**config.mk**
```make
export PLATFORM = sky130hd
export DESIGN_NAME = score_draw_sequencer_flat
export DESIGN_NICKNAME = d
export VERILOG_FILES = /design/src/rtl/score_draw_pkg.sv /design/src/rtl/score_draw_sequencer_if.sv /design/src/rtl/score_draw_sequencer_bcd_score_counter.sv /design/src/rtl/score_draw_sequencer.sv /design/src/flat_wrapper.sv
export SDC_FILE = /design/constraint.sdc
export NUM_CORES = 1
export LEC_CHECK = 0
export CAP_MARGIN = 15
export CELL_PAD_IN_SITES_DETAIL_PLACEMENT = 1
export CELL_PAD_IN_SITES_GLOBAL_PLACEMENT = 2
export CORE_ASPECT_RATIO = 1.2
export CORE_MARGIN = 1
export CORE_UTILIZATION = 28
export DETAILED_ROUTE_END_ITERATION = 7
export GPL_ROUTABILITY_DRIVEN = 0
export GPL_TIMING_DRIVEN = 0
export MAX_ROUTING_LAYER = met4
export PLACE_DENSITY_LB_ADDON = 0.3
export SYNTH_ARGS = -nofsm -noshare
export SYNTH_HDL_FRONTEND = slang
export SYNTH_HIERARCHICAL = 1
export SYNTH_SLANG_ARGS = --single-unit
```
**constraint.sdc**
```tcl
create_clock -name CLOCK_50 -period 3.05 [get_ports CLOCK_50]
set_input_delay 0.915 -clock CLOCK_50 [delete_from_list [all_inputs] [get_ports CLOCK_50]]
set_output_delay 0.915 -clock CLOCK_50 [all_outputs]
set_load 0.01 [all_outputs]
```
**src/rtl/score_draw_pkg.sv**
```systemverilog
// Shared constants and FSM state type for the score redraw sequencer.
package score_draw_pkg;

    localparam int GLYPH_W      = 20;
    localparam int GLYPH_H      = 16;
    localparam int GLYPH_PIXELS = GLYPH_W * GLYPH_H;
    localparam int GLYPH_ADDR_W = 12;

    localparam int          TENS_X_DEF    = 119;
    localparam int          UNITS_X_DEF   = 139;
    localparam int          ORIGIN_Y_DEF  = 0;
    localparam logic [2:0]  BG_COLOUR_DEF = 3'b000;

    typedef enum logic [2:0] {
        IDLE  = 3'd0,
        REQ   = 3'd1,
        TENS  = 3'd2,
        UNITS = 3'd3,
        FLUSH = 3'd4
    } state_e;

endpackage

```
**src/rtl/score_draw_sequencer_if.sv**
```systemverilog
// Score control, arbiter handshake, glyph ROM and plot bus of the score redraw sequencer.
interface score_draw_sequencer_if;
    import score_draw_pkg::*;

    logic                    increment;
    logic                    clear_score;
    // draw_req is held while the sequencer wants the write port; a pixel moves
    // only in a cycle where draw_req and draw_gnt are both high, otherwise the walk stalls.
    logic                    draw_req;
    logic                    draw_gnt;
    logic [GLYPH_ADDR_W-1:0] rom_addr;
    logic [2:0]              rom_data;
    logic [7:0]              x;
    logic [6:0]              y;
    logic [2:0]              colour;
    logic                    plot;
    logic                    busy;
    logic [3:0]              score_tens;
    logic [3:0]              score_units;
    state_e                  state;

    modport master (
        output increment, clear_score, draw_gnt, rom_data,
        input  draw_req, rom_addr, x, y, colour, plot, busy, score_tens, score_units, state
    );

    modport slave (
        input  increment, clear_score, draw_gnt, rom_data,
        output draw_req, rom_addr, x, y, colour, plot, busy, score_tens, score_units, state
    );

endinterface

```
**src/rtl/score_draw_sequencer_bcd_score_counter.sv**
```systemverilog
// Two-digit BCD score with wrap at 99; clear wins over increment; changed flags a new value.
module bcd_score_counter (
    input  logic       clk_i,
    input  logic       rst_i,
    input  logic       increment_i,
    input  logic       clear_i,
    output logic [3:0] tens_o,
    output logic [3:0] units_o,
    output logic       changed_o
);

    logic [3:0] tens_q, tens_d;
    logic [3:0] units_q, units_d;

    always_comb begin
        tens_d  = tens_q;
        units_d = units_q;
        if (clear_i) begin
            tens_d  = 4'd0;
            units_d = 4'd0;
        end else if (increment_i) begin
            if (units_q == 4'd9) begin
                units_d = 4'd0;
                tens_d  = (tens_q == 4'd9) ? 4'd0 : tens_q + 4'd1;
            end else begin
                units_d = units_q + 4'd1;
            end
        end
    end

    always_ff @(posedge clk_i) begin
        if (rst_i) begin
            tens_q  <= 4'd0;
            units_q <= 4'd0;
        end else begin
            tens_q  <= tens_d;
            units_q <= units_d;
        end
    end

    assign tens_o    = tens_q;
    assign units_o   = units_q;
    assign changed_o = (tens_d != tens_q) || (units_d != units_q);

endmodule

```
**src/rtl/score_draw_sequencer.sv**
```systemverilog
// Owns the BCD score and walks the tens then units glyph through the shared ROM into the plot bus.
// Optional LEADING_ZERO_BLANK_EN: a zero tens digit is walked but plotted in BG_COLOUR.
module score_draw_sequencer
    import score_draw_pkg::*;
#(
    parameter int         TENS_X    = TENS_X_DEF,
    parameter int         UNITS_X   = UNITS_X_DEF,
    parameter int         ORIGIN_Y  = ORIGIN_Y_DEF,
    parameter logic [2:0] BG_COLOUR = BG_COLOUR_DEF
) (
    input  logic                  CLOCK_50,
    input  logic                  reset,
    score_draw_sequencer_if.slave bus
);

    localparam logic [7:0]              TENS_X_W   = 8'(TENS_X);
    localparam logic [7:0]              UNITS_X_W  = 8'(UNITS_X);
    localparam logic [6:0]              ORIGIN_Y_W = 7'(ORIGIN_Y);
    localparam logic [8:0]              LAST_PIX   = 9'(GLYPH_PIXELS - 1);
    localparam logic [4:0]              LAST_X     = 5'(GLYPH_W - 1);
    localparam logic [GLYPH_ADDR_W-1:0] PIX_W      = GLYPH_ADDR_W'(GLYPH_PIXELS);

    logic [3:0] score_tens, score_units;
    logic       score_changed;

    state_e     state_q, state_d;
    logic       dirty_q, dirty_d;
    logic [3:0] snap_tens_q, snap_tens_d;
    logic [3:0] snap_units_q, snap_units_d;
    logic [8:0] p_q, p_d;
    logic [4:0] xo_q, xo_d;
    logic [3:0] yo_q, yo_d;
    logic       plot_q, plot_d;
    logic [7:0] x_q, x_d;
    logic [6:0] y_q, y_d;
    logic       blank_q, blank_d;
    logic [3:0] digit_sel;

    bcd_score_counter u_score (
        .clk_i       (CLOCK_50),
        .rst_i       (reset),
        .increment_i (bus.increment),
        .clear_i     (bus.clear_score),
        .tens_o      (score_tens),
        .units_o     (score_units),
        .changed_o   (score_changed)
    );

    always_comb begin
        state_d      = state_q;
        dirty_d      = dirty_q | score_changed;
        snap_tens_d  = snap_tens_q;
        snap_units_d = snap_units_q;
        p_d          = p_q;
        xo_d         = xo_q;
        yo_d         = yo_q;
        plot_d       = 1'b0;
        x_d          = x_q;
        y_d          = y_q;
        blank_d      = blank_q;
        unique case (state_q)
            IDLE: begin
                if (dirty_q) begin
                    state_d      = REQ;
                    snap_tens_d  = score_tens;
                    snap_units_d = score_units;
                    // A change landing in the snapshot cycle must still trigger another redraw.
                    dirty_d      = score_changed;
                    p_d          = 9'd0;
                    xo_d         = 5'd0;
                    yo_d         = 4'd0;
                end
            end
            REQ: begin
                if (bus.draw_gnt) state_d = TENS;
            end
            TENS, UNITS: begin
                if (bus.draw_gnt) begin
                    plot_d = 1'b1;
                    x_d    = ((state_q == TENS) ? TENS_X_W : UNITS_X_W) + {3'b000, xo_q};
                    y_d    = ORIGIN_Y_W + {3'b000, yo_q};
`ifdef LEADING_ZERO_BLANK_EN
                    blank_d = (state_q == TENS) && (snap_tens_q == 4'd0);
`else
                    blank_d = 1'b0;
`endif
                    if (p_q == LAST_PIX) begin
                        p_d     = 9'd0;
                        xo_d    = 5'd0;
                        yo_d    = 4'd0;
                        state_d = (state_q == TENS) ? UNITS : FLUSH;
                    end else begin
                        p_d = p_q + 9'd1;
                        if (xo_q == LAST_X) begin
                            xo_d = 5'd0;
                            yo_d = yo_q + 4'd1;
                        end else begin
                            xo_d = xo_q + 5'd1;
                        end
                    end
                end
            end
            FLUSH:   state_d = IDLE;
            default: state_d = IDLE;
        endcase
    end

    always_ff @(posedge CLOCK_50) begin
        if (reset) begin
            state_q      <= IDLE;
            dirty_q      <= 1'b1;
            snap_tens_q  <= 4'd0;
            snap_units_q <= 4'd0;
            p_q          <= 9'd0;
            xo_q         <= 5'd0;
            yo_q         <= 4'd0;
            plot_q       <= 1'b0;
            x_q          <= 8'd0;
            y_q          <= 7'd0;
            blank_q      <= 1'b0;
        end else begin
            state_q      <= state_d;
            dirty_q      <= dirty_d;
            snap_tens_q  <= snap_tens_d;
            snap_units_q <= snap_units_d;
            p_q          <= p_d;
            xo_q         <= xo_d;
            yo_q         <= yo_d;
            plot_q       <= plot_d;
            x_q          <= x_d;
            y_q          <= y_d;
            blank_q      <= blank_d;
        end
    end

    // ROM data returns one cycle after the address, i.e. alongside the registered plot.
    assign digit_sel       = (state_q == UNITS) ? snap_units_q : snap_tens_q;
    assign bus.rom_addr    = {8'd0, digit_sel} * PIX_W + {3'd0, p_q};
    assign bus.colour      = plot_q ? (blank_q ? BG_COLOUR : bus.rom_data) : 3'b000;
    assign bus.plot        = plot_q;
    assign bus.x           = x_q;
    assign bus.y           = y_q;
    assign bus.draw_req    = (state_q == REQ) || (state_q == TENS) || (state_q == UNITS);
    assign bus.busy        = (state_q != IDLE);
    assign bus.score_tens  = score_tens;
    assign bus.score_units = score_units;
    assign bus.state       = state_q;

endmodule
```
**src/flat_wrapper.sv**
```systemverilog
// flat-port wrapper written by rule: the top's interface ports become plain ports
module score_draw_sequencer_flat import score_draw_pkg::*;
#(
    parameter int         TENS_X    = TENS_X_DEF,
    parameter int         UNITS_X   = UNITS_X_DEF,
    parameter int         ORIGIN_Y  = ORIGIN_Y_DEF,
    parameter logic [2:0] BG_COLOUR = BG_COLOUR_DEF
)
  (CLOCK_50, reset, bus_increment, bus_clear_score, bus_draw_gnt, bus_rom_data, bus_draw_req, bus_rom_addr, bus_x, bus_y, bus_colour, bus_plot, bus_busy, bus_score_tens, bus_score_units, bus_state);
  score_draw_sequencer_if bus_i ();
  input  logic CLOCK_50;
  input  logic reset;
  input wire logic [$bits(bus_i.increment)-1:0] bus_increment;
  input wire logic [$bits(bus_i.clear_score)-1:0] bus_clear_score;
  input wire logic [$bits(bus_i.draw_gnt)-1:0] bus_draw_gnt;
  input wire logic [$bits(bus_i.rom_data)-1:0] bus_rom_data;
  output wire logic [$bits(bus_i.draw_req)-1:0] bus_draw_req;
  output wire logic [$bits(bus_i.rom_addr)-1:0] bus_rom_addr;
  output wire logic [$bits(bus_i.x)-1:0] bus_x;
  output wire logic [$bits(bus_i.y)-1:0] bus_y;
  output wire logic [$bits(bus_i.colour)-1:0] bus_colour;
  output wire logic [$bits(bus_i.plot)-1:0] bus_plot;
  output wire logic [$bits(bus_i.busy)-1:0] bus_busy;
  output wire logic [$bits(bus_i.score_tens)-1:0] bus_score_tens;
  output wire logic [$bits(bus_i.score_units)-1:0] bus_score_units;
  output wire logic [$bits(bus_i.state)-1:0] bus_state;
  assign bus_i.increment = bus_increment;
  assign bus_i.clear_score = bus_clear_score;
  assign bus_i.draw_gnt = bus_draw_gnt;
  assign bus_i.rom_data = bus_rom_data;
  assign bus_draw_req = bus_i.draw_req;
  assign bus_rom_addr = bus_i.rom_addr;
  assign bus_x = bus_i.x;
  assign bus_y = bus_i.y;
  assign bus_colour = bus_i.colour;
  assign bus_plot = bus_i.plot;
  assign bus_busy = bus_i.busy;
  assign bus_score_tens = bus_i.score_tens;
  assign bus_score_units = bus_i.score_units;
  assign bus_state = bus_i.state;
  score_draw_sequencer #(.TENS_X(TENS_X), .UNITS_X(UNITS_X), .ORIGIN_Y(ORIGIN_Y), .BG_COLOUR(BG_COLOUR)) u_core (.CLOCK_50(CLOCK_50), .reset(reset), .bus(bus_i));
endmodule
```
==> flow_summary_export.csv, run 1 <==
group,metric,value,unit
outcome,run_status,"complete, but fails checks",
outcome,violations,"setup timing",
grt,grt-ovfl-total,0,
grt,antenna_found_initial,0,
clock_network,clk_path_buf_depth,2,
placement,dpl.hpwl,5.80,mm
synthesis,synthAdderAreaFrac,7.69,%
grt,grt_max_degree,15,
timing,rsz0062_at_grt,"true",
clock_network,h-tree-depth,2,
pwr,ir_worst_vdd,0.000217,V
placement,post-place-ws,-879,ps
final_layout,drive_above_1_share,16.2,%
route,drt-total-wl,8.17,mm
final_layout,seq_area,1030,um^2
timing,fin_crit,3600,ps
clock_network,cts-root-buf,"clkbuf_16",
timing,hold_viol_final,0,
route,dr.pass1.iters,4,
pwr,p_comb_share,16.4,%
synthesis,synth_flop_cell,"dfxtp_1",
die,fp-row-count,39,
synthesis,synth-compound-area-share,15.7,%
synthesis,ys_seq_elements,51,
die,initial_core_util,29.1,%
synthesis,synth_area_leaders,"dfxtp_1, ha_1, nand2_1",
critical_path,arrival,2690,ps
die,core_area,9610,um^2
synthesis,synth_warnings,6,
synthesis,synth_top_cell_area_share,36.5,%
pwr,leakage,1.35,nW
pwr,p_sw,0.407,mW
synthesis,postSynthCellCount,335,
synthesis,synth_edf_count,0,
timing,slew_headroom,41.8,%
synthesis,synth_cell_types,61,
synthesis,ys_seq_area_share,36.5,%
synthesis,synth-xor-area-share,5.32,%
grt,grt_pass1_wl,13.7,mm
final_layout,diodes,0,
route,drcViolationCount,0,
critical_path,cp_max_fo,4,
route,drtIter0Drc,79,
critical_path,crit_type,"reg2out",
clock_network,clkTransAtPathRegs,70,ps
timing,post-route-worst-setup-slack,-552,ps
synthesis,syn_avg_cell_area,8.35,um^2
die,die_w,93.3,um
synthesis,async_flop_share,0,%
timing,setup_viol_count_final,4,
final_layout,syn_to_final_growth,34.7,%
clock_network,clkLatencyLatePin,290,ps
timing,tightest_slew,861,ps
pwr,totalPowerFinal,1.55,mW
die,die_y,112,um
final_layout,final_util,39.2,%
min_path,holdCritPathClass,"reg2reg",
final_layout,n_fill_cell,1155,
grt,grt_pass1_vias,2699,
pwr,p_clk_share,38.4,%
pwr,power-per-cell-area,412,nW/um^2
die,dieArea,10400,um^2
final_layout,fin_nets,425,
timing,whs,461,ps
final_layout,multi_input_area,1670,um^2
pwr,p_int,1.14,mW
die,ios,52,
critical_path,required,2130,ps
clock_network,cts_tree,"built",
synthesis,synth_top_family_by_area,"simple AND/OR/NAND/NOR gates",
route,vias,2582,
timing,fmax,278,MHz
synthesis,syn_area,2800,um^2
timing,skew,4.34,ps
clock_network,numCtsBuffers,5,
critical_path,start_kind,"flop",
synthesis,yosys-top-cells-count,"dfxtp_1, nand2_1, a21oi_1",
pwr,swShare,26.2,%
synthesis,synthMuxAreaShare,1.61,%
critical_path,cp-end-kind,"primary output",
synthesis,synth_most_common_cell,"dfxtp_1",
route,postRouteAntennaNets,0,
synthesis,yosys.area_share.simple,25.0,%
timing,maxSlewViolCount,0,
placement,io_buffers,48,
job,drv_cap,0,
timing,min_period_over_period,118,%
synthesis,synth_top_cell_by_area,"dfxtp_1",
grt,grt_usage,17.2,%
clock_network,cts.sinks,51,
route,viasPerCell,4.92,
pwr,p_seq_share,45.2,%
route,post_drt_wl_per_cell,15.6,um
cells by family after synthesis:
logic type	count (synthesis)
AO/OA/AOI/OAI	71
adder cells (fa/ha/maj)	16
multiplexers	4
AND/OR/NAND/NOR	132
other	1
buffers and inverters	43
flip-flops	51
XOR/XNOR	17
state kept, by name, indices dropped and copies added, names as in the netlist, 3 cells and up:
signal                  count
u_core/xo_q                 5
u_core/p_q                  9
u_core/yo_q                 4
u_core/bus.x                8
u_core/u_score/units_o      4
u_core/snap_tens_q          4
u_core/bus.y                4
u_core/snap_units_q         4
u_core/u_score/tens_o       4
u_core/bus.state            3
layer usage:
metal / vias up / global-route usage [%] / part of all wire [%] / wire length (um)
li1: 1291 / - / - / -
met1: 1245 / 20.9 / 45 / 3720
met2: 36 / 29.2 / 51 / 4140
met3: 10 / 2.12 / 2.0 / 167
met4: 0 / 6.05 / 1.8 / 146
met5: - / - / 0 / 0
worst max-delay path, cell delays in order, from the launching register on:
cell	delay, ps
dfxtp_4	340
nand3b_1	160
buf_6	140
mux2_4	320
ha_4	280
ha_4	120
inv_2	30
fa_1	500
nor3b_2	220
xnor2_1	130
buf_2	140
layout make-up:
cell class	instances	share of cell area [%]
Sequential cell	51	27.3
Buffer	21	3.45
Inverter	19	1.89
Multi-Input combinational cell	243	44.4
Clock buffer	8	4.15
Timing Repair Buffer	60	14.7
Tap cell	123	4.08
power groups by stage:
stage / clock, mW / combinational [mW] / sequential [mW]
after floorplan: 0 / 0.153 / 0.716
after global placement: 0 / 0.252 / 0.717
after detailed placement: 0 / 0.255 / 0.717
after CTS: 0.618 / 0.266 / 0.701
after global routing: 0.646 / 0.279 / 0.704
final: 0.595 / 0.255 / 0.701
worst paths after layout:
| check | start | endpoint | slack [ps] | cells after the start |
|---|---|---|---|---|
| setup / recovery | u_core/bus.state[2] | bus_rom_addr[11] | -550 | 10 |
| hold / removal | u_core/snap_units_q[3] | u_core/snap_units_q[3] | 460 | 2 |
| hold reg to reg | u_core/snap_units_q[3] | u_core/snap_units_q[3] | 460 | 2 |
| setup reg to reg | u_core/bus.state[2] | u_core/p_q[4] | 890 | 7 |
layout by cell type, fill, tap and decap left out, types with 7 or more instances in the layout:
| master | synthesis | final |
|---|---|---|
| buf_4 | 10 | 18 |
| buf_2 | 3 | 7 |
| nor2b_1 | 7 | 7 |
| dfxtp_1 | 51 | 48 |
| nand2_1 | 40 | 40 |
| nand3_1 | 15 | 15 |
| clkbuf_1 | 8 | 9 |
| nor2_1 | 23 | 23 |
| inv_1 | 18 | 16 |
| clkdlybuf4s50_1 | 0 | 42 |
| o21ai_0 | 14 | 14 |
| xnor2_1 | 10 | 9 |
| xor2_1 | 7 | 7 |
| a21oi_1 | 29 | 28 |
| ha_1 | 14 | 8 |
metrics by stage:
stage / cell area [um^2] / TNS, ps / instances
after floorplan: 2850 / -290 / 337
after global routing: 3770 / -1660 / 525
after global placement: 3490 / -3910 / 508
final: 3770 / -1260 / 525
after CTS: 3770 / -1460 / 526
after detailed placement: 3490 / -3630 / 508
what timing repair did:
action	4_1_cts	5_1_grt
pin swaps	6	7
gates resized for setup	36	3
endpoints found under the setup margin	6	5
buffers inserted	11	1
endpoints found under the hold margin	0	0
hold buffers	0	0
No activity file was read; power rests on OpenSTA's default activity.
==> run 2, diff against run 1 <==
Settings changed: ABC_AREA set to 1, CORE_UTILIZATION 28 to 26, SKIP_CTS_REPAIR_TIMING set to 1.
==> run 2 against run 1 <==
Compared with the run above: the run still ends with setup timing left; flip-flop and latch count unchanged; clock power up 0.8%; hold slack worse by 14 ps; fmax up 10%; synthesized area up 4.5%; global-route usage down 2.4 points; critical path type unchanged; largest power group is now combinational logic; register-to-register slack worse by 100 ps; core utilization down 3.6 points; combinational power rose to 6.0 times the previous value.
==> flow_summary_export.csv, run 2 <==
group,metric,value,unit
critical_path,crit_type,"reg2out",
critical_path,crit_buf_inv,4,
synthesis,async_flop_share,0,%
clock_network,clk_path_buf_depth,2,
grt,antenna_found_initial,0,
placement,io_buffers,48,
timing,post-route-worst-setup-slack,-217,ps
timing,setup_viol_count_final,4,
timing,skew,5.35,ps
critical_path,crit_slowest_cell,"fa_1",
synthesis,synth_cell_types,31,
timing,fin_crit,3270,ps
route,dr.pass1.iters,4,
pwr,leakage,1.73,nW
grt,grt_usage,14.8,%
critical_path,cp_max_fo,5,
die,die_y,118,um
synthesis,ys_seq_area_share,34.9,%
outcome,run_status,"complete, but fails checks",
synthesis,yosys-top-cells-count,"nand2_1, inv_1, dfxtp_1",
critical_path,crit-reg2reg-launch,"u_core/bus.state[2]",
final_layout,final_common_cell,"nand2_1",
critical_path,slowest_delay,510,ps
grt,grt-ovfl-total,0,
final_layout,top_register,"u_core/p_q",
critical_path,start_kind,"flop",
critical_path,reg2reg_slack,790,ps
critical_path,r2r-end,"u_core/bus.x[6]",
pwr,ir_worst_vdd,0.000263,V
route,m1WireLength,3.85,mm
placement,dpl.hpwl,6.08,mm
critical_path,cp-startpoint,"u_core/bus.state[2]",
critical_path,r2r_cells,12,
pwr,power-per-cell-area,777,nW/um^2
critical_path,path_cells,"inv_6 > nand3_4 > nand2_4 > o21ai_4 > ha_4 > ha_4 > inv_2 > fa_1 > inv_2 > nand3_2 > xor2_1 > buf_2",
timing,min_period_over_period,107,%
critical_path,cp-end-kind,"primary output",
clock_network,clkTransAtPathRegs,70,ps
route,drtIter0Drc,64,
critical_path,worst-path-stages,12,
die,fp-row-count,42,
grt,grt_pass1_vias,2779,
timing,slew_headroom,61.0,%
clock_network,h-tree-depth,2,
die,dieArea,11700,um^2
route,drcViolationCount,0,
timing,hold_viol_final,0,
synthesis,synth_most_common_cell,"nand2_1",
die,initial_core_util,26.6,%
synthesis,syn_area,2920,um^2
final_layout,largest_register_ffs,9,
critical_path,crit_family,"adder cells",
synthesis,synth_flop_cell,"dfxtp_1",
route,postRouteAntennaNets,0,
min_path,hold_start,"u_core/snap_tens_q[2]",
synthesis,ys_seq_elements,51,
clock_network,clkLatencyLatePin,290,ps
route,maxUsedRoutingLayer,"met4",
job,drv_cap,0,
die,core_area,11000,um^2
final_layout,drive_above_1_share,14.4,%
clock_network,cts_tree,"built",
clock_network,numCtsBuffers,5,
die,die_w,98.8,um
synthesis,synth_top_cell_by_area,"dfxtp_1",
final_layout,fin_nets,517,
final_layout,final_cell_mix,"nand2_1, inv_1, nor2_1, dfxtp_1, clkdlybuf4s50_1",
grt,grt_pass1_wl,13.3,mm
synthesis,synth_top_cell_area_share,34.9,%
die,ios,52,
timing,whs,447,ps
timing,maxSlewViolCount,0,
timing,tns,-593,ps
final_layout,diodes,0,
timing,rsz0062_at_grt,"true",
min_path,hold_depth,2,
route,wl_met3,199,um
route,post_drt_wl_per_cell,13.0,um
synthesis,synth_edf_count,0,
synthesis,postSynthCellCount,427,
synthesis,synth_warnings,6,
grt,grt_max_degree,15,
route,vias,2811,
clock_network,cts.sinks,51,
route,drt-total-wl,8.12,mm
critical_path,required,2130,ps
route,viasPerCell,4.49,
route,wl_met2,3.96,mm
min_path,min_to,"u_core/snap_tens_q[2]",
synthesis,synth_area_leaders,"dfxtp_1, nand2_1, inv_1",
min_path,holdCritPathClass,"reg2reg",
outcome,violations,"setup timing",
critical_path,arrival,2350,ps
timing,fmax,306,MHz
synthesis,syn_avg_cell_area,6.84,um^2
final_layout,syn_to_final_growth,33.9,%
clock_network,cts-root-buf,"clkbuf_16",
timing,tightest_slew,585,ps
## run 2: cell types whose count changed after synthesis, sizes merged, moves of 9 or more
| cell | delta |
|---|---|
| nor2 | +34 |
| nand2 | +57 |
| xnor2 | -9 |
| inv | +50 |
| o21ai | +17 |
| nand3 | +12 |
## run 2: logic make-up after synthesis
family          Yosys count  share of synthesized area (%)
xor+xnor                 10                           3.00
simple gates            194                           29.5
buf+inv                  86                           12.8
flops                    51                           34.9
compound gates           69                           12.3
fa+ha+maj                16                           7.36
other cells               1                          0.128
## run 2: metrics by stage
step	util [%]	cell area, um^2	power, mW	setup WS, ps	cells
finish	35.6	3920	3.04	-217	626
floorplan	-	2940	1.78	21.7	429
global route	35.6	3920	3.30	-350	626
CTS	34.1	3750	2.94	-993	617
global placement	32.7	3590	2.30	-605	609
detailed placement	32.7	3590	2.32	-671	609
## run 2: layer usage
layer  global-route usage (%)  vias to the layer above
li1                         -                     1462
met2                     23.6                       33
met3                     2.54                        8
met4                     4.76                        0
met5                        -                        -
met1                     19.0                     1308
## run 2: how the worst max path moves through the flow
stage	slack (ps)	endpoint
after CTS	-990	bus_rom_addr[11]
after detailed placement	-670	bus_rom_addr[11]
after global placement	-600	bus_rom_addr[11]
after floorplan	20	bus_rom_addr[11]
after global routing	-350	bus_rom_addr[11]
final	-220	bus_rom_addr[11]
## run 2: final cells by class
cell class                      instances  area, um^2
Inverter                               68         260
Buffer                                 18         118
Sequential cell                        51        1030
Clock buffer                            8         156
Multi-Input combinational cell        293        1660
Tap cell                              132         165
Fill cell                            1367        7070
Timing Repair Buffer                   56         528
## run 2: tightest hold or removal path: stages (launching register included)
cell and delay [ps]:
dfxtp_1 310, inv_1 50, a21oi_1 50
## run 2: power breakdown
group / switching (mW) / internal [mW] / total (mW) / leakage (nW)
logic: 0.866 / 0.652 / 1.52 / 1.23
registers: 0.114 / 0.813 / 0.927 / 0.417
clock network: 0.250 / 0.350 / 0.600 / 0.0772
==> run 3, diff against run 2 <==
Settings changed: CORE_UTILIZATION 26 to 29.
Clock period 3.05 ns to 3.3 ns, I/O delays scaled along.
==> run 3 against run 2 <==
Compared with the run above: the run still ends with setup timing left; routed wire length rose by 1.7%; global-route usage increased by 1.8 points; non-clock buffer count unchanged; die area shrank 10%; worst setup slack gained 110 ps; hold slack improved by 3.2 ps; via count rose by 0.36%; power is 5.5% lower; register-to-register slack improved by 330 ps; highest routed layer unchanged.
==> flow_summary_export.csv, run 3 (synthesis gave the netlist of run 2 again) <==
group,metric,value,unit
timing,post-route-worst-setup-slack,-112,ps
critical_path,r2r_cells,12,
grt,busiest_layer,"met2",
grt,grt.met3_usage,2.66,%
grt,grt_max_degree,17,
final_layout,syn_to_final_growth,34.3,%
clock_network,clk_path_buf_depth,2,
route,drtIter0Drc,81,
route,drcViolationCount,0,
grt,grt_pass1_wl,13.3,mm
route,postRouteAntennaNets,0,
die,die_w,93.6,um
final_layout,largest_register_ffs,9,
critical_path,crit_type,"reg2out",
critical_path,endpoint,"bus_rom_addr[11]",
die,ios,52,
final_layout,fin_nets,517,
critical_path,r2r-end,"u_core/bus.x[6]",
clock_network,numCtsBuffers,5,
outcome,run_status,"complete, but fails checks",
clock_network,cts.sinks,51,
final_layout,diodes,0,
grt,grt_usage,16.6,%
outcome,violations,"setup timing",
pwr,leakage,1.73,nW
timing,rsz0062_at_grt,"true",
route,drt-total-wl,8.26,mm
critical_path,start_kind,"flop",
pwr,ir_worst_vdd,0.000330,V
route,viasPerCell,4.57,
clock_network,cts_tree,"built",
final_layout,n_fill_cell,1226,
timing,tightest_slew,565,ps
critical_path,reg2reg_slack,1120,ps
final_layout,final_cell_mix,"nand2_1, inv_1, nor2_1, dfxtp_1, clkdlybuf4s50_1",
timing,fmax,293,MHz
critical_path,cp_max_fo,6,
die,initial_core_util,30.3,%
grt,antenna_found_initial,0,
critical_path,arrival,2420,ps
critical_path,required,2310,ps
die,dieArea,10500,um^2
pwr,power-per-cell-area,732,nW/um^2
clock_network,clkTransAtPathRegs,70,ps
final_layout,multi_input_area,1670,um^2
timing,fin_crit,3410,ps
grt,grt_pass1_vias,2822,
placement,io_buffers,48,
final_layout,seq_area,1030,um^2
timing,whs,450,ps
grt,grt-ovfl-total,0,
timing,skew,4.94,ps
min_path,holdCritPathClass,"reg2reg",
route,vias,2821,
critical_path,cp-startpoint,"u_core/bus.state[1]",
timing,hold_viol_final,0,
critical_path,cp-end-kind,"primary output",
final_layout,drive_above_1_share,14.4,%
grt,grt_use_met1,20.8,%
final_layout,top_register,"u_core/p_q",
pwr,totalPowerFinal,2.88,mW
timing,min_period_over_period,103,%
timing,setup_viol_count_final,3,
placement,dpl.hpwl,6.14,mm
die,die_y,112,um
clock_network,clkLatencyLatePin,290,ps
timing,slew_headroom,62.3,%
clock_network,h-tree-depth,2,
clock_network,cts-root-buf,"clkbuf_16",
grt,grt_use_met2,27.5,%
die,fp-row-count,39,
timing,maxSlewViolCount,0,
route,dr.pass1.iters,4,
die,core_area,9660,um^2
critical_path,crit-reg2reg-launch,"u_core/bus.state[0]",
final_layout,final_common_cell,"nand2_1",
route,post_drt_wl_per_cell,13.4,um
job,drv_cap,0,
[run 3: cell type report]
type                    count  share of cell area (%)
clock inverters             3                    1.12
clock buffers               5                    3.19
well taps                 123                    3.92
plain buffers              18                    3.00
repair buffers             56                    13.4
flip-flops and latches     51                    26.3
multi-input cells         293                    42.5
inverters                  68                    6.56
[run 3: per-stage QoR]
step	std cells	setup WS (ps)	utilization [%]	instance area (um^2)	TNS, ps
after floorplan	429	81.1	-	2930	0
after global placement	600	-598	36.9	3560	-1680
after detailed placement	600	-616	36.9	3560	-1710
after CTS	608	-944	38.6	3730	-3360
after global routing	617	-233	40.6	3930	-513
final	617	-112	40.6	3930	-170
[run 3: power by group]
part           switching (mW)  internal [mW]  total, mW
clock                   0.235          0.358      0.593
sequential              0.111          0.751      0.862
combinational           0.811          0.609       1.42
total                    1.16           1.72       2.88
[run 3: worst max-delay path: stages, from the launching register on]
cell and delay [ps]:
dfxtp_4 410, nand3_4 170, o21ai_4 240, ha_4 240, ha_4 150, inv_2 50, fa_1 410, inv_2 70
nand3_1 90, xor2_1 160, buf_2 140
[run 3: how the worst min path moves through the flow]
stage / startpoint / end / slack [ps] / cells past startpoint
3_3_place_gp: u_core/snap_tens_q[2] / u_core/snap_tens_q[2] / 440 / 2
4_1_cts: u_core/snap_tens_q[1] / u_core/snap_tens_q[1] / 450 / 2
5_1_grt: u_core/snap_tens_q[2] / u_core/snap_tens_q[2] / 470 / 2
6_report: u_core/snap_tens_q[2] / u_core/snap_tens_q[2] / 450 / 2
3_5_place_dp: u_core/snap_tens_q[1] / u_core/snap_tens_q[1] / 440 / 2
2_1_floorplan: u_core/snap_tens_q[0] / u_core/snap_tens_q[0] / 420 / 2
[run 3: metal layers]
metal / routed length [um] / up-vias
li1: - / 1465
met1: 3810 / 1324
met2: 4170 / 28
met3: 178 / 4
met4: 91 / 0
met5: 0 / -
==> patch 1 (config.mk and constraints of run 3) <==
Take the reset off `p_q`, `xo_q`, `yo_q`, `x_q` and `y_q` and load them in a clocked block of their own.
--- a/src/rtl/score_draw_sequencer.sv
+++ b/src/rtl/score_draw_sequencer.sv
@@ -111,26 +111,24 @@
             dirty_q      <= 1'b1;
             snap_tens_q  <= 4'd0;
             snap_units_q <= 4'd0;
-            p_q          <= 9'd0;
-            xo_q         <= 5'd0;
-            yo_q         <= 4'd0;
             plot_q       <= 1'b0;
-            x_q          <= 8'd0;
-            y_q          <= 7'd0;
             blank_q      <= 1'b0;
         end else begin
             state_q      <= state_d;
             dirty_q      <= dirty_d;
             snap_tens_q  <= snap_tens_d;
             snap_units_q <= snap_units_d;
-            p_q          <= p_d;
-            xo_q         <= xo_d;
-            yo_q         <= yo_d;
             plot_q       <= plot_d;
-            x_q          <= x_d;
-            y_q          <= y_d;
             blank_q      <= blank_d;
         end
+    end
+
+    always_ff @(posedge CLOCK_50) begin
+        p_q  <= p_d;
+        xo_q <= xo_d;
+        yo_q <= yo_d;
+        x_q  <= x_d;
+        y_q  <= y_d;
     end
 
     // ROM data returns one cycle after the address, i.e. alongside the registered plot.
Behaviour: differs if reset is asserted again (counterexample within 4 cycles, from zero or initial values and one cycle with reset high); with reset held inactive, the same outputs for 10 cycles.
==> patch 1 against run 3 <==
  * The flow still finishes with violations (setup timing)
  * Design area shrank 0.64%
  * Power rose by 26%
  * Synthesized area down 1.5%
  * Sequential cell count did not move
  * Wire length down 21%
  * Worst setup slack better by 0.098 ns
  * Worst hold slack gained 0.011 ns
  * Die area is 1.5% lower
  * First-iteration DRC count shrank 16%
  * Utilization is 0.15 points higher
  * Clock skew shrank 0.00079 ns
  * Highest routed layer unchanged
==> patch 1: results <==
group,metric,value,unit
logic_synthesis,syn_inst,325,
logic_synthesis,synth-edff-count,30,
routing,vias,2325,
status,violations,"setup timing",
worst_setup_path,arrival,2.32,ns
cells_and_area,multi_input_area_share,0.363,
placed_design,place_area,3530,sq um
global_routing,grt_pass1_wl,10700,microns
power,irDropWorstVdd,0.000269,V
global_routing,grt_pass1_vias,2218,
sta,fin_ws,-0.0136,ns
logic_synthesis,synth_common_cells,"nand2_1, inv_1, nor2_1",
cells_and_area,num-nonclk-buffers,70,
global_routing,grt_max_degree,18,
worst_setup_path,cp-endpoint,"bus_rom_addr[10]",
logic_synthesis,synth_area,2880,sq um
placed_design,pre_cts_slack,-0.400,ns
sta,tightest_slew,1.09,ns
worst_setup_path,r2r-end,"u_core/bus.y[2]$_DFFE_PP_",
cells_and_area,n_all_inverters,52,
worst_setup_path,cp_max_fo,5,
cells_and_area,design.seq.count,51,
routing,wl_per_cell,12.6,microns
power,pg_seq,1.20,mW
sta,finalSetupViolCount,2,
status,outcome,"complete, but fails checks",
routing,viasPerCell,4.49,
logic_synthesis,synthTopCellsByArea,"edfxtp_1, dfxtp_1, nand2_1, ha_1, inv_1",
power,p_leak,1.65,nW
cells_and_area,area_share_nonclk_buffers,0.167,
placed_design,hpwl,4840,microns
global_routing,grt_util_all_layers,0.134,
cells_and_area,clock_area_frac,0.0382,
cells_and_area,fill_cells,1107,
logic_synthesis,synth_adder_area_share,0.0678,
worst_setup_path,reg2reg_from,"u_core/bus.state[2]$_SDFFE_PP0P_",
cells_and_area,area_growth,35.6,%
worst_hold_path,hold_start,"u_core/snap_units_q[1]$_SDFFE_PP0P_",
sta,holdWs,0.461,ns
power,p_sw,1.44,mW
worst_hold_path,min_to,"u_core/snap_units_q[1]$_SDFFE_PP0P_",
==> patch 1: kinds of logic (layout without fill, tap and decap cells) <==
kind of cell / after synthesis / in the layout
AND/OR/NAND/NOR: 133 / 134
buffers and inverters: 63 / 130
flip-flops: 51 / 51
AO/OA/AOI/OAI: 47 / 47
adder cells (fa/ha/maj): 15 / 15
XOR/XNOR: 15 / 15
other: 1 / 3
==> patch 1: per-layer routing <==
layer,track usage,vias to the layer above,part of all wire
met1,0.159,1098,0.43
met3,0.0254,7,0.032
met5,-,-,0
met4,0.0431,0,0.014
li1,-,1182,-
met2,0.226,38,0.52
==> patch 1: critical path, stage by stage, from the launching register on <==
cell,delay (ns)
dfxtp_4,0.37
inv_6,0.07
nand3_4,0.14
nand2_2,0.13
o21ai_4,0.07
ha_4,0.17
ha_4,0.16
fa_1,0.53
buf_4,0.12
o211ai_1,0.08
nand2_1,0.07
buf_2,0.12
==> patch 2 (flow settings as in run 3) <==
Made on the original files. Change the package constant `GLYPH_ADDR_W` from 12 to 13.
--- a/src/rtl/score_draw_pkg.sv
+++ b/src/rtl/score_draw_pkg.sv
@@ -4,7 +4,7 @@
     localparam int GLYPH_W      = 20;
     localparam int GLYPH_H      = 16;
     localparam int GLYPH_PIXELS = GLYPH_W * GLYPH_H;
-    localparam int GLYPH_ADDR_W = 12;
+    localparam int GLYPH_ADDR_W = 13;
 
     localparam int          TENS_X_DEF    = 119;
     localparam int          UNITS_X_DEF   = 139;
Interface: changed (resized bus_rom_addr); port bits go from 52 to 53. The function was not compared with the original's and may differ.
==> patch 2 against run 3 <==
  * The flow still finishes with violations (setup timing)
  * Sequential power down 6.5%
  * Worst setup slack got worse by 0.22 ns
  * Design area is 3.6% higher
  * Synthesized cell count grew 3.5%
  * Maximum frequency is 6.1% lower
  * Worst hold slack better by 0.012 ns
  * Combinational power down 23%
  * Power shrank 13%
  * Critical path depth fell by 1
  * Cell count is 3.7% higher
  * Wire length is 4.7% higher
  * Synthesized area up 2.7%
  * Highest routed layer unchanged
  * Sequential cell count did not move
  * Count of clock-buffer cells in the layout up 1
==> patch 2: results <==
group,metric,value,unit
sta,fin_ws,-0.335,ns
logic_synthesis,synth.area.mux_share,0,
placed_design,hpwl,6410,microns
power,switching_share,0.398,
logic_synthesis,synth_adder_area_share,0.0717,
logic_synthesis,synth_common_cells,"nand2_1, inv_1, dfxtp_1",
logic_synthesis,yosys_most_used_dff,"dfxtp_1",
global_routing,grt_pass1_vias,2924,
routing,wl,8650,microns
power,p_leak,1.75,nW
routing,highest_layer,"met4",
cells_and_area,largest_register_ff_count,9,
logic_synthesis,postSynth.asyncResetShare,0,
logic_synthesis,ys_seq_area_frac,0.340,
routing,viasPerCell,4.72,
routing,met1_length,4010,microns
logic_synthesis,synthTopCellsByArea,"dfxtp_1, nand2_1, inv_1, nor2_1, a21oi_1",
status,violations,"setup timing",
logic_synthesis,synth-compound-area-share,0.129,
placed_design,dp_cells,619,
global_routing,grt_util_all_layers,0.167,
clocking,clkLatencyLatePin,0.29,ns
global_routing,grt_max_degree,16,
logic_synthesis,yosysUniqueCellTypes,35,
routing,wl_met2,4350,microns
clocking,h-tree-depth,2,
cells_and_area,nNetsFinal,537,
global_routing,grt_pass1_wl,13700,microns
clocking,root_buffer,"clkbuf_16",
cells_and_area,num_antenna_cells,0,
sta,finalSetupViolCount,6,
routing,drt_pass1_iterations,4,
routing,drt_iter0_markers,104,
routing,dr_wl_met3,158,microns
logic_synthesis,synthXorXnorAreaFrac,0.0292,
cells_and_area,drive_gt1_frac,0.158,
job,maxCapViolCount,0,
sta,skew,0.00395,ns
placed_design,numPortBuffers,49,
worst_setup_path,cp_max_fo,5,
cells_and_area,fill_cells,1253,
sta,tightest_slew,0.597,ns
logic_synthesis,syn_avg_cell_area,6.79,sq um
routing,wl_per_cell,13.5,microns
status,outcome,"complete, but fails checks",
global_routing,antenna_found_initial,0,
power,irDropWorstVdd,0.000257,V
-- patch 2: final timing paths --
check,slack [ns],start,cells past startpoint,end
setup / recovery,-0.33,u_core/bus.state[2]$_SDFFE_PP0P_,9,bus_rom_addr[8]
hold / removal,0.46,u_core/snap_tens_q[0]$_SDFFE_PP0P_,2,u_core/snap_tens_q[0]$_SDFFE_PP0P_
setup reg to reg,1.26,u_core/bus.state[0]$_SDFFE_PP0P_,11,u_core/bus.x[6]$_SDFFE_PP0P_
hold reg to reg,0.46,u_core/snap_tens_q[0]$_SDFFE_PP0P_,2,u_core/snap_tens_q[0]$_SDFFE_PP0P_
-- patch 2: cell type report --
cell class                      instances  share of cell area
Sequential cell                        51               0.254
Inverter                               69              0.0649
Buffer                                 16              0.0258
Clock inverter                          2             0.00861
Tap cell                              126              0.0388
Timing Repair Buffer                   61               0.141
Clock buffer                            6              0.0341
Multi-Input combinational cell        309               0.433
-- patch 2: per-stage QoR --
stage / power, mW / setup TNS (ns) / instance area, sq um / hold WS (ns) / worst slack (ns)
after floorplan: 1.41 / 0 / 3020 / 0.425 / 0.0451
final: 2.52 / -1.57 / 4070 / 0.462 / -0.335
after global placement: 1.80 / -2.65 / 3660 / 0.442 / -0.753
after detailed placement: 1.81 / -3.07 / 3660 / 0.454 / -0.865
after global routing: 2.69 / -2.36 / 4070 / 0.491 / -0.487
after CTS: 2.45 / -5.14 / 3840 / 0.466 / -1.22
-- patch 2: worst max-delay path, stage by stage (launching register included) --
cell and delay (ns):
dfxtp_4 0.37, inv_6 0.07, nand3_4 0.14, buf_6 0.16, o21ai_4 0.14, ha_1 0.25, inv_1 0.07, fa_1 0.42
xnor2_1 0.16, clkdlybuf4s50_1 0.56
-- patch 2: metal layers --
| metal | vias to the layer above | track usage |
|---|---|---|
| met3 | 7 | 0.0240 |
| met1 | 1441 | 0.200 |
| met2 | 36 | 0.286 |
| li1 | 1539 | - |
| met4 | 0 | 0.0545 |
| met5 | - | - |
-- patch 2: cell families (layout without fill, tap and decap cells) --
kind of cell | Yosys count | in the layout
adders and majority gates | 16 | 16
AOI/OAI and AO/OA | 72 | 72
buffers and inverters | 85 | 154
DFF | 51 | 51
and+or+nand+nor | 207 | 208
other | 1 | 3
xor gates and xnor gates | 10 | 10
-- patch 2: power by group through the flow --
stage	sequential, mW	clock [mW]	combinational (mW)
CTS	0.793	0.643	1.01
floorplan	0.806	0	0.601
finish	0.806	0.621	1.09
global placement	0.804	0	0.993
detailed placement	0.806	0	1.01
global route	0.819	0.662	1.21
